**config.mk**
```make
export PLATFORM = sky130hd
export DESIGN_NAME = mips_fetch_unit
export DESIGN_NICKNAME = d
export VERILOG_FILES = /design/src/rtl/mips_fetch_unit.sv
export SDC_FILE = /design/constraint.sdc
export NUM_CORES = 1
export LEC_CHECK = 0
export CAP_MARGIN = 10
export CELL_PAD_IN_SITES_DETAIL_PLACEMENT = 2
export CELL_PAD_IN_SITES_GLOBAL_PLACEMENT = 2
export CORE_ASPECT_RATIO = 0.6
export CORE_MARGIN = 2
export CORE_UTILIZATION = 34
export DETAILED_ROUTE_END_ITERATION = 12
export GPL_TIMING_DRIVEN = 0
export HOLD_SLACK_MARGIN = 0.12
export PLACE_DENSITY = 0.83
export SYNTH_ARGS = -nofsm -noshare
export SYNTH_HDL_FRONTEND = slang
export SYNTH_SLANG_ARGS = --single-unit
```
**constraint.sdc**
```tcl
create_clock -name clk -period 4.55 [get_ports clk]
set_input_delay 0.91 -clock clk [delete_from_list [all_inputs] [get_ports clk]]
set_output_delay 0.91 -clock clk [all_outputs]
set_load 0.02 [all_outputs]
```
**src/rtl/mips_fetch_unit.sv**
```systemverilog
// Instruction fetch stage for mips_core: walks a PC through a synchronous ROM and hands words to the
// core through a 2-entry queue. Optional R-type-only filtering is enabled with MIPS_FETCH_RTYPE_ONLY_EN.
module mips_fetch_unit #(
    parameter int          ADDR_W    = 6,
    parameter logic [31:0] HALT_WORD = 32'hFFFF_FFFF,
    parameter int          MAX_INSTR = 64
) (
    input  logic              clk,
    input  logic              reset,
    input  logic              start,
    output logic              imem_rd_en,
    output logic [ADDR_W-1:0] imem_addr,
    input  logic [31:0]       imem_rdata,
    output logic [31:0]       instr_out,
    output logic              instr_valid,
    input  logic              instr_ready,
    output logic [31:0]       pc_out,
    output logic              halted,
    output logic [15:0]       instr_count,
`ifdef MIPS_FETCH_RTYPE_ONLY_EN
    output logic [15:0]       skip_count,
`endif
    output logic [1:0]        dbg_state_o
);

    // Handshake: a word moves to the core on a cycle where instr_valid & instr_ready are both high;
    // instr_valid comes only from queue occupancy and instr_out/pc_out hold until that transfer.

    localparam int PC_W = ADDR_W + 2;

    typedef enum logic [1:0] {
        S_IDLE  = 2'd0,
        S_RUN   = 2'd1,
        S_DRAIN = 2'd2,
        S_HALT  = 2'd3
    } state_t;

    state_t          state_q, state_d;
    logic [PC_W-1:0] pc_q, pc_d;
    logic            in_flight_q, in_flight_d;
    logic [PC_W-1:0] fl_pc_q, fl_pc_d;
    logic [31:0]     qd_q [2];
    logic [PC_W-1:0] qp_q [2];
    logic            hd_q, hd_d;
    logic [1:0]      cnt_q, cnt_d;
    logic [31:0]     kept_q, kept_d;
    logic [15:0]     icnt_q, icnt_d;
    logic [15:0]     skip_q, skip_d;

    logic            restart;
    logic            ret_halt;
    logic            ret_skip;
    logic            enq;
    logic            deq;
    logic            max_hit;
    logic            issue;
    logic            wr_idx;
    logic [2:0]      slots_used;

    assign restart  = start && (state_q == S_IDLE || state_q == S_HALT);
    assign ret_halt = in_flight_q && (imem_rdata == HALT_WORD);
`ifdef MIPS_FETCH_RTYPE_ONLY_EN
    assign ret_skip = in_flight_q && !ret_halt && (imem_rdata[31:26] != 6'b000000);
`else
    assign ret_skip = 1'b0;
`endif
    assign enq      = in_flight_q && !ret_halt && !ret_skip;
    assign deq      = instr_valid && instr_ready;
    assign max_hit  = (MAX_INSTR != 0) && (kept_q == 32'(MAX_INSTR));
    assign wr_idx   = hd_q ^ cnt_q[0];

    // A dequeue in the same cycle frees a slot, which keeps one word per cycle flowing.
    assign slots_used = {1'b0, cnt_q} + {2'b00, in_flight_q} - {2'b00, deq};
    assign issue      = (state_q == S_RUN) && !ret_halt && !max_hit && (slots_used < 3'd2);

    always_comb begin
        state_d = state_q;
        unique case (state_q)
            S_IDLE:  if (start) state_d = S_RUN;
            S_RUN:   if (ret_halt || (max_hit && !in_flight_q)) state_d = S_DRAIN;
            S_DRAIN: if (cnt_q == 2'd0 && !in_flight_q) state_d = S_HALT;
            S_HALT:  if (start) state_d = S_RUN;
            default: state_d = S_IDLE;
        endcase
    end

    always_comb begin
        pc_d        = pc_q;
        in_flight_d = issue;
        fl_pc_d     = fl_pc_q;
        hd_d        = hd_q ^ deq;
        cnt_d       = cnt_q + {1'b0, enq} - {1'b0, deq};
        kept_d      = kept_q;
        icnt_d      = icnt_q;
        skip_d      = skip_q;
        if (issue) begin
            pc_d    = pc_q + PC_W'(4);
            fl_pc_d = pc_q;
        end
        // Skipped words give their MAX_INSTR slot back so the run still delivers MAX_INSTR words.
        if (MAX_INSTR != 0) begin
            kept_d = kept_q + 32'(issue) - 32'(ret_skip);
        end
        if (deq && icnt_q != 16'hFFFF) begin
            icnt_d = icnt_q + 16'd1;
        end
        if (ret_skip && skip_q != 16'hFFFF) begin
            skip_d = skip_q + 16'd1;
        end
        if (restart) begin
            pc_d        = '0;
            in_flight_d = 1'b0;
            hd_d        = 1'b0;
            cnt_d       = 2'd0;
            kept_d      = '0;
            icnt_d      = '0;
            skip_d      = '0;
        end
    end

    always_ff @(posedge clk) begin
        if (reset) begin
            state_q     <= S_IDLE;
            pc_q        <= '0;
            in_flight_q <= 1'b0;
            fl_pc_q     <= '0;
            hd_q        <= 1'b0;
            cnt_q       <= 2'd0;
            kept_q      <= '0;
            icnt_q      <= '0;
            skip_q      <= '0;
        end else begin
            state_q     <= state_d;
            pc_q        <= pc_d;
            in_flight_q <= in_flight_d;
            fl_pc_q     <= fl_pc_d;
            hd_q        <= hd_d;
            cnt_q       <= cnt_d;
            kept_q      <= kept_d;
            icnt_q      <= icnt_d;
            skip_q      <= skip_d;
        end
    end

    always_ff @(posedge clk) begin
        if (reset) begin
            qd_q[0] <= '0;
            qd_q[1] <= '0;
            qp_q[0] <= '0;
            qp_q[1] <= '0;
        end else if (enq && !restart) begin
            qd_q[wr_idx] <= imem_rdata;
            qp_q[wr_idx] <= fl_pc_q;
        end
    end

    assign imem_rd_en  = issue;
    assign imem_addr   = pc_q[PC_W-1:2];
    assign instr_valid = (cnt_q != 2'd0);
    assign instr_out   = qd_q[hd_q];
    assign pc_out      = 32'(qp_q[hd_q]);
    assign halted      = (state_q == S_HALT);
    assign instr_count = icnt_q;
    assign dbg_state_o = state_q;
`ifdef MIPS_FETCH_RTYPE_ONLY_EN
    assign skip_count  = skip_q;
`endif

endmodule

```
-- Word level (Yosys, flattened, before mapping)
Memories as Yosys holds them, arrays and structs flattened. A register that Yosys moved wholly into a read port is not among the register bits.
Cells that the tools add are included.
W data, S select, Z words.
- bits of input ports: 36
- word-level logic and storage cells: 71
- memory bits (writable): 80
- register bits: 70
- memories: 2
- output and inout bits: 91
- muxes and demuxes: 17
- $add $sub $neg: 7
- magnitude comparators: 1
- reductions and logical operators: 25
- bitwise logic cells: 2
- equal/unequal tests: 9
- memories (name ; words ; width ; read ports ; clocked after Yosys merged registers in ; write ports ; line ; text):
    qd_q ; 2 ; 32 ; 1 ; 1 ; 2 ; 42 ; logic [31:0] qd_q [2];
    qp_q ; 2 ; 8 ; 1 ; 1 ; 2 ; 43 ; logic [PC_W-1:0] qp_q [2];
- operators by type and width (kind ; count):
    $add A32 B1 Y32 ; 1
    $eq A32 B32 Y1 const B ; 1
    $eq A32 B7 Y1 const B ; 1
    $mux W32 ; 1
    $reduce_or A32 Y1 ; 1
    $add A16 B1 Y16 const B ; 1
    $ne A16 B16 Y1 const B ; 1
    $logic_and A1 B1 Y1 ; 11
    $mux W1 ; 11
    $add A8 B3 Y8 const B ; 1
    $mux W8 ; 1
    $reduce_or A8 Y1 ; 1
    $mux W2 ; 3
    $pmux W2 S3 ; 1
    $eq A2 B2 Y1 const B ; 2
    $logic_not A1 Y1 ; 4
    $logic_not A2 Y1 ; 2
    $ne A2 B1 Y1 const B ; 2
    $reduce_or A2 Y1 ; 2
    $add A2 B1 Y3 ; 1
    $lt A3 B2 Y1 const B ; 1
    $reduce_and A3 Y1 ; 1
    $sub A3 B1 Y3 ; 1
    $add A2 B1 Y2 ; 1
    6 further kinds ; 8

-- Longest topological paths before layout
Gate-level depths: netlist of the first run.
- depth in word-level cells: 10
- gate-level depth with buffers: 15
- mapped depth without buffers: 14

-- Least setup slack after synthesis of the first run
No wires, ideal clock.
- kind: input to register
- start: in instr_ready
- end: reg kept_q[16]
- setup slack: 0.233 ns
- setup time: 0.128 ns
- stages: 15
- buffers on the path: 1
- data arrival time: 4.189 ns
- required time: 4.422 ns
- cell sequence: o21ai_0 -> inv_1 -> ha_1 -> nand2b_1 -> fa_1 -> xnor2_1 -> o211ai_1 -> nor2_1 -> ha_1 -> ha_1 -> nand3_1 -> clkbuf_1 -> nor4_1 -> xnor2_1 -> nor2_1
- cells in the longest elaborated chain, start to end: 5
- ends and longest elaborated chain (what ; line ; text):
    start: declaration ; 16 ; input logic instr_ready,
    $logic_and A1 B1 Y1 ; 68 ; assign deq = instr_valid && instr_ready;
    $sub A3 B1 Y3 ; 73 ; assign slots_used = {1'b0, cnt_q} + {2'b00, in_flight_q} - {2'b00, deq};
    $lt A3 B2 Y1 ; 74 ; assign issue = (state_q == S_RUN) && !ret_halt && !max_hit && (slots_used < 3'd2);
    $logic_and A1 B1 Y1 ; 74 ;
    named net imem_rd_en ; 11 ; output logic imem_rd_en,
    $add A32 B1 Y32 ; 102 ; kept_d = kept_q + 32'(issue) - 32'(ret_skip);
    end signal: assignment ; 139 ; kept_q <= kept_d;
    end: declaration ; 46 ; logic [31:0] kept_q, kept_d;
The timed path passes the listed nets, and every way through them passes these cells.
A chain may end at the register's enable or synchronous reset.

-- Worst setup path in the final report of the first run
- start: in instr_ready
- end: out imem_rd_en
- cells in the longest elaborated chain, start to end: 4
- ends and longest elaborated chain (what ; line):
    $logic_and A1 B1 Y1 ; 68
    $sub A3 B1 Y3 ; 73
    $lt A3 B2 Y1 ; 74
    $logic_and A1 B1 Y1 ; 74
    end: declaration ; 11
No other way between the ends.

==> results.cfg, run 1 <==
[critical_path]
critPathRequiredTime_ns = 3.64
end_kind = primary output
critPathArrivalTime_ns = 3.45
path_buf_inv = 3
crit_path_cell_trace = clkdlybuf4s50_1, o21ai_2, inv_2, ha_1, nand2b_1, fa_1, xnor2_1, o211ai_1, nor2_2, dlygate4sd2_1
path_max_fanout = 7
slowest_delay_ns = 0.51
crit_family = buffers and inverters
critical_path_class = primary input to primary output
crit_slowest_cell = clkdlybuf4s50_1
startpoint_type = primary input

[global_routing]
grt_pass1_vias = 5895
grt_max_degree = 39
grt_use_total = 0.216
antenna_found_initial = 0
grt_overflow = 0
grt_pass1_wl_mm = 35.1

[clock_tree]
cts_hold_buf = 0
clk_pin_slew_ns = 0.06
h-tree-depth = 4
cts_buffer_depth = 2
cts_tree = built
clock-sinks = 142
cts_root_buf = clkbuf_16
numCtsBuffers = 17
clock_latency_ns = 0.43

[synth]
syn_area_per_cell_um2 = 10.9
synth_edf_count = 76
synth.cell_area_um2 = 6810
synth-main-ff-cell = edfxtp_1
synthTopCellsByArea = edfxtp_1 34%, dfxtp_1 19%, and2_1 7.6%
synth_top_area_cell = edfxtp_1
yosys_warnings = 0
synth_cell_type_count = 48
ys_ff_latch = 142
async_flop_share = 0
seq_area_frac_synth = 0.529
synth.most_common_cell = and2_1
synth_top_area_share = 0.335
synthCells = 623
synth_commonest_cells = 83 x and2_1, 76 x edfxtp_1, 66 x dfxtp_1, 47 x nor2_1, 39 x mux2_2

[floorplanning]
num_rows = 40
start_util = 0.344
die_area_um2 = 21200
coreArea_um2 = 19800
fp.dieW_um = 187
ios = 127
fp.dieH_um = 114

[pwr]
p_clk_frac = 0.341
ir_drop_v = 0.000315
p_leak_nw = 3.18
intPower_mw = 2.65
seq_power_share = 0.381
total_power_mw = 3.99
combPwrFrac = 0.278
powerDensity_nw_per_um2 = 452
p_sw_mw = 1.34
switching_share = 0.336

[cells_and_area]
fin_nets = 815
syn_to_final_growth_pct = 29.6
insertedDiodeCount = 0
drive_gt1_frac = 0.163

[routing]
wirelength_mm = 22.5
ant_nets = 0
first_pass_iters = 5
drtIter0Drc = 263
drt-wirelength-per-cell_um = 21.3
num_vias = 5435
vias_per_cell = 5.16
drc = 0

[sta]
hold_viol = 0
worstMarginPinSlew_ns = 1.10
fin_crit_sh = 0.958
finalCriticalPeriod_ns = 4.36
slew_headroom = 0.268
drv_slew = 0
max_freq_mhz = 229
fin_skew_ns = 0.0106
setup_viol = 0
rsz0062_at_grt = no
whs_ns = 0.530

[place]
io_buffers = 100
dpl.hpwl_mm = 15.5
place.gp.congestion = 0.765

[outcome]
status = complete, no violations

[run]
maxCapViolCount = 0

[min_path]
hold_path.class = flip-flop to flip-flop
==> cell type report <==
| cell class | instances | area, um2 |
|---|---|---|
| well taps | 273 | 342 |
| clock inverters | 12 | 81.3 |
| clock buffers | 20 | 480 |
| fillers | 2090 | 11000 |
| plain buffers | 54 | 318 |
| multi-input cells | 436 | 2940 |
| flip-flops and latches | 142 | 3600 |
| repair buffers | 101 | 1010 |
| inverters | 16 | 60.1 |
==> power groups by stage <==
stage / Combinational, mW / Sequential [mW] / Clock, mW
6_report: 1.11 / 1.52 / 1.36
2_1_floorplan: 0.611 / 1.54 / 0
3_5_place_dp: 1.07 / 1.55 / 0
4_1_cts: 1.11 / 1.52 / 1.38
3_3_place_gp: 1.01 / 1.53 / 0
5_1_grt: 1.18 / 1.53 / 1.43
==> cell families (layout without fill, tap and decap cells) <==
group / count (synthesis) / count (layout) / share of synthesized area
adders and majority gates: 11 / 11 / 0.0213
DFF: 142 / 142 / 0.529
xor gates and xnor gates: 40 / 40 / 0.0514
muxes: 41 / 41 / 0.0674
AOI/OAI and AO/OA: 59 / 59 / 0.0538
and+or+nand+nor: 259 / 259 / 0.222
other: 1 / 26 / 0.000551
buffers and inverters: 70 / 203 / 0.0547
==> state kept, by name, indices dropped and copies added, names as in the netlist <==
| register | cells |
|---|---|
| qd_q | 64 |
| kept_q | 32 |
| fl_pc_q | 6 |
| instr_count | 16 |
| dbg_state_o | 2 |
| cnt_q | 2 |
| hd_q | 1 |
| in_flight_q | 1 |
| qp_q | 12 |
| pc_q | 6 |
==> metal layers <==
layer	global-route usage	up-vias	part of all wire	wire, um
li1	-	2468	-	-
met1	0.281	2826	0.46	10300
met2	0.372	124	0.50	11200
met3	0.0425	17	0.036	809
met4	0.0513	0	0.0098	221
met5	0	-	0	0
==> layout by cell type (no fill, tap or decap), types with 4 or more instances in the layout <==
cell type and count:
a21oi_1 22, and2_1 83, and3_1 6, buf_4 28, clkbuf_1 18, clkbuf_16 19, clkdlybuf4s50_1 99, clkinv_2 4
conb_1 26, dfxtp_1 66, edfxtp_1 76, ha_1 9, inv_1 15, mux2_2 39, nand2_1 17, nand3_1 24
nand4_1 19, nor2_1 46, nor3_1 13, nor4_1 16, nor4_2 6, o21ai_0 15, o31ai_1 4, or2_2 4
or3_1 7, or4_1 7, xnor2_1 27, xor2_1 13
==> tightest hold or removal path, delay by kind of cell (launching register included) <==
family	cells	cell delay (ns)
flip-flops	1	0.32
AO/OA/AOI/OAI	2	0.16
==> path summary, 6_finish.rpt <==
check             cells past startpoint      startpoint  slack [ns]          to
setup reg to reg                      7  dbg_state_o[0]        0.49  qd_q[0][1]
hold / removal                        2      fl_pc_q[6]        0.53  fl_pc_q[6]
hold reg to reg                       2      fl_pc_q[6]        0.53  fl_pc_q[6]
setup / recovery                     10     instr_ready        0.19  imem_rd_en
==> through the flow <==
stage / worst slack, ns / cells / setup TNS (ns) / instance area (um2) / utilization
after floorplan: 0.233 / 648 / 0 / 6900 / -
after global placement: -0.952 / 1021 / -18.50 / 8250 / 0.416
after detailed placement: -1.09 / 1021 / -21.56 / 8250 / 0.416
after CTS: 0.0604 / 1054 / 0 / 8820 / 0.445
after global routing: 0.00646 / 1054 / 0 / 8830 / 0.445
final: 0.190 / 1054 / 0 / 8830 / 0.445
==> timing repair <==
item                                    CTS  global route
cloned                                    0             0
gates resized for setup                   6             6
endpoints found under the hold margin     0             0
endpoints found under the setup margin   26            13
buffers inserted                          1             0
pin swaps                                 1             0
Note: power is estimated with default switching activity, not from simulation.
==> inputs of run 2 (changes only) <==
Settings changed: CAP_MARGIN 10 to unset, SLEW_MARGIN set to 40.
==> results.cfg, run 2 (synthesized netlist as in run 1, its figures left out) <==
[outcome]
status = complete, no violations

[pwr]
powerDensity_nw_per_um2 = 458
ir_drop_v = 0.000356
p_leak_nw = 3.22

[global_routing]
grt_pass1_wl_mm = 35.1
grt_overflow = 0
antenna_found_initial = 0
grt_use_total = 0.218
grt_pass1_vias = 5971
grt_max_degree = 39

[critical_path]
end_kind = primary output
path_max_fanout = 4
critPathArrivalTime_ns = 3.51
startpoint_type = primary input
regToRegSetupSlack_ns = 0.60
crit_path_cell_trace = clkdlybuf4s50_1, o21ai_2, inv_2, ha_1, nand2b_1, fa_1, xnor2_1, o211ai_1, nor2_2, buf_4, dlygate4sd2_1
critical_path_class = primary input to primary output
slowest_delay_ns = 0.46
r2r_cells = 14
critPathRequiredTime_ns = 3.64
crit_slowest_cell = clkdlybuf4s50_1

[cells_and_area]
insertedDiodeCount = 0
instances_no_fill = 1059
fin_nets = 820
syn_to_final_growth_pct = 30.6
final_cell_mix = 99 x clkdlybuf4s50_1, 83 x and2_1, 76 x edfxtp_1, 66 x dfxtp_1, 46 x nor2_1
fin_area_um2 = 8890
final_common_cell = clkdlybuf4s50_1
drive_gt1_frac = 0.168
largest_reg_flops = 64
top_register = qd_q

[sta]
drv_slew = 0
hold_viol = 0
worstMarginPinSlew_ns = 0.780
max_freq_mhz = 226
fin_crit_sh = 0.972
finalCriticalPeriod_ns = 4.42
fin_skew_ns = 0.0147
rsz0062_at_grt = no
setup_viol = 0
slew_headroom = 0.480
finalWorstSetupSlack_ns = 0.128

[clock_tree]
numCtsBuffers = 17
cts_tree = built
h-tree-depth = 4
cts_buffer_depth = 2
clock_latency_ns = 0.44
cts_root_buf = clkbuf_16
clk_pin_slew_ns = 0.06
clock-sinks = 142
cts_hold_buf = 0

[routing]
drc = 0
first_pass_iters = 4
drt-wirelength-per-cell_um = 21.5
vias_per_cell = 5.07
dr_wl_met2_mm = 11.2
wl_met3_um = 811
met1_length_mm = 10.4
drtIter0Drc = 320
wirelength_mm = 22.8
num_vias = 5373
ant_nets = 0
top_layer = met4

[place]
io_buffers = 100
pre_cts_ws_ns = -1.15
place.gp.congestion = 0.765
dpl.hpwl_mm = 15.7
placed_cell_area_um2 = 8260
dp_cells = 1022

[floorplanning]
fp.dieH_um = 114
start_util = 0.344
num_rows = 40
coreArea_um2 = 19800
fp.dieW_um = 187
ios = 127
die_area_um2 = 21200

[min_path]
hold_depth = 2
hold_path.class = flip-flop to flip-flop

[run]
maxCapViolCount = 0
## run 2: per-stage QoR
stage / hold slack, ns / power, mW / setup TNS (ns) / utilization
after detailed placement: 0.505 / 2.63 / -24.33 / 0.417
after floorplan: 0.458 / 2.15 / 0 / -
after CTS: 0.526 / 4.07 / 0 / 0.447
after global placement: 0.476 / 2.55 / -18.50 / 0.416
final: 0.519 / 4.07 / 0 / 0.449
after global routing: 0.546 / 4.22 / 0 / 0.449
## run 2: worst max-delay path: cells and delay by family
family / cells / cell delay (ns)
adders and majority gates: 2 / 0.66
AOI/OAI and AO/OA: 2 / 0.34
buffers and inverters: 4 / 1.01
xor gates and xnor gates: 1 / 0.20
and+or+nand+nor: 2 / 0.38
## run 2: where the power goes
part	switching, mW	total (mW)	internal (mW)
Clock	0.596	1.39	0.796
Combinational	0.696	1.16	0.462
Sequential	0.0725	1.52	1.45
Total	1.36	4.07	2.71
## run 2: routing by layer
layer	up-vias	track usage
met5	-	0
met4	0	0.0942
met3	22	0.0329
met2	137	0.374
met1	2742	0.276
li1	2472	-
## run 2: area by class of cell
class                   instances  area (um2)
fillers                      2075       10900
flip-flops and latches        142        3600
well taps                     273         342
repair buffers                106        1040
inverters                      16        60.1
plain buffers                  54         315
clock buffers                  22         507
multi-input cells             436        2950
clock inverters                10        73.8
## run 2: final timing paths
path / startpoint / endpoint
setup reg to reg: cnt_q[1] / kept_q[29]
hold reg to reg: fl_pc_q[3] / fl_pc_q[3]
hold / removal: fl_pc_q[3] / fl_pc_q[3]
setup / recovery: instr_ready / imem_rd_en
## run 2: repair_timing
action                                  CTS  global route
endpoints found under the setup margin   26            18
resized for setup                         7             4
pin swaps                                 1             1
buffers inserted                          1             4
==> inputs of run 3 (changes only) <==
Settings changed: CAP_MARGIN set to 5, CELL_PAD_IN_SITES_DETAIL_PLACEMENT 2 to 1, CELL_PAD_IN_SITES_GLOBAL_PLACEMENT 2 to 1, CORE_UTILIZATION 34 to 41, PLACE_DENSITY 0.83 to 0.82.
==> results.cfg, run 3 (synthesized netlist as in run 1, its figures left out) <==
[outcome]
status = complete, no violations

[sta]
fin_skew_ns = 0.00947
max_freq_mhz = 226
finalCriticalPeriod_ns = 4.42
hold_viol = 0
drv_slew = 0
rsz0062_at_grt = no
setup_tns_ns = 0
worstMarginPinSlew_ns = 0.730
whs_ns = 0.528
setup_viol = 0
slew_headroom = 0.513
fin_crit_sh = 0.971

[routing]
met1_length_mm = 9.00
drtIter0Drc = 311
top_layer = met4
drc = 0
num_vias = 5332
dr_wl_met2_mm = 9.48
wl_met3_um = 825
wirelength_mm = 19.6
drt-wirelength-per-cell_um = 19.4
vias_per_cell = 5.26
first_pass_iters = 5
ant_nets = 0

[global_routing]
grt_overflow = 0
grt_max_degree = 39
grt_use_total = 0.228
grt_pass1_wl_mm = 31.5
antenna_found_initial = 0
grt_pass1_vias = 5765

[cells_and_area]
drive_gt1_frac = 0.168
fin_nets = 819
largest_reg_flops = 64
syn_to_final_growth_pct = 29.2
seq_area_um2 = 3600
fillers = 1779
final_cell_mix = 99 x clkdlybuf4s50_1, 83 x and2_1, 76 x edfxtp_1, 66 x dfxtp_1, 46 x nor2_1
multiInputGateArea_um2 = 2950
top_register = qd_q
final_common_cell = clkdlybuf4s50_1
insertedDiodeCount = 0
instances_no_fill = 1013

[clock_tree]
cts_buffer_depth = 2
clock-sinks = 142
cts_tree = built
cts_root_buf = clkbuf_16
cts_hold_buf = 0
numCtsBuffers = 17
clk_pin_slew_ns = 0.07
h-tree-depth = 4
clock_latency_ns = 0.43

[floorplanning]
start_util = 0.419
fp.dieH_um = 104
coreArea_um2 = 16300
die_area_um2 = 17700
num_rows = 36
fp.dieW_um = 170
ios = 127

[critical_path]
end_kind = primary output
crit_family = buffers and inverters
crit_slowest_cell = clkdlybuf4s50_1
critical_path_class = primary input to primary output
critPathArrivalTime_ns = 3.51
startpoint_type = primary input
path_buf_inv = 3
slowest_delay_ns = 0.50
crit_path_cell_trace = clkdlybuf4s50_1, o21ai_2, inv_2, ha_1, nand2b_1, fa_1, xnor2_1, o211ai_1, nor2_2, dlygate4sd2_1
path_max_fanout = 7
critPathRequiredTime_ns = 3.64

[place]
dp_cells = 976
place.gp.congestion = 0.837
io_buffers = 100
dpl.hpwl_mm = 13.4

[run]
maxCapViolCount = 0

[pwr]
powerDensity_nw_per_um2 = 450
p_leak_nw = 3.18
ir_drop_v = 0.000297

[min_path]
hold_path.class = flip-flop to flip-flop
[run 3: worst reg2reg max path: stages, from the launching register on]
cell	delay [ns]
dfxtp_1	0.39
o21ai_2	0.30
inv_2	0.14
ha_1	0.30
nand2b_1	0.16
fa_1	0.39
xnor2_1	0.23
o211ai_1	0.20
nor2_2	0.24
ha_2	0.26
ha_2	0.24
nand3_1	0.17
buf_2	0.27
nor4_1	0.36
xnor2_1	0.17
nor2_1	0.05
[run 3: power by group]
group	internal [mW]	total (mW)	switching [mW]
clock	0.716	1.33	0.612
sequential	1.45	1.52	0.0660
combinational	0.448	1.11	0.666
[run 3: cell type report]
type                            instances  area share
Buffer                                 54      0.0358
Clock buffer                           18      0.0488
Clock inverter                         14      0.0138
Inverter                               16     0.00682
Multi-Input combinational cell        436       0.335
Sequential cell                       142       0.409
Tap cell                              228      0.0324
Timing Repair Buffer                  105       0.118
[run 3: final timing paths]
path	from	to	slack (ns)	cells after the start
max	instr_ready	imem_rd_en	0.13	10
min	fl_pc_q[4]	fl_pc_q[4]	0.53	2
max reg2reg	cnt_q[1]	kept_q[16]	0.57	15
min reg2reg	fl_pc_q[4]	fl_pc_q[4]	0.53	2
[run 3: per-layer routing]
layer	up-vias	global-route usage
li1	2474	-
met1	2704	0.306
met2	130	0.371
met3	24	0.0489
met4	0	0.0714
met5	-	0
[run 3: through the flow]
step                 util  power (mW)  worst slack (ns)  area, um2
finish              0.541        3.96             0.133       8800
global route        0.541        4.10           0.00508       8800
floorplan               -        2.15             0.233       6900
CTS                 0.539        3.94            0.0362       8760
detailed placement  0.504        2.59            -0.925       8200
global placement    0.504        2.53            -0.832       8190
[run 3: timing repair]
item / CTS / global route
gates resized for setup: 5 / 7
gates cloned: 0 / 0
pin swaps: 1 / 2
setup buffers: 1 / 4
setup endpoints to repair: 26 / 15
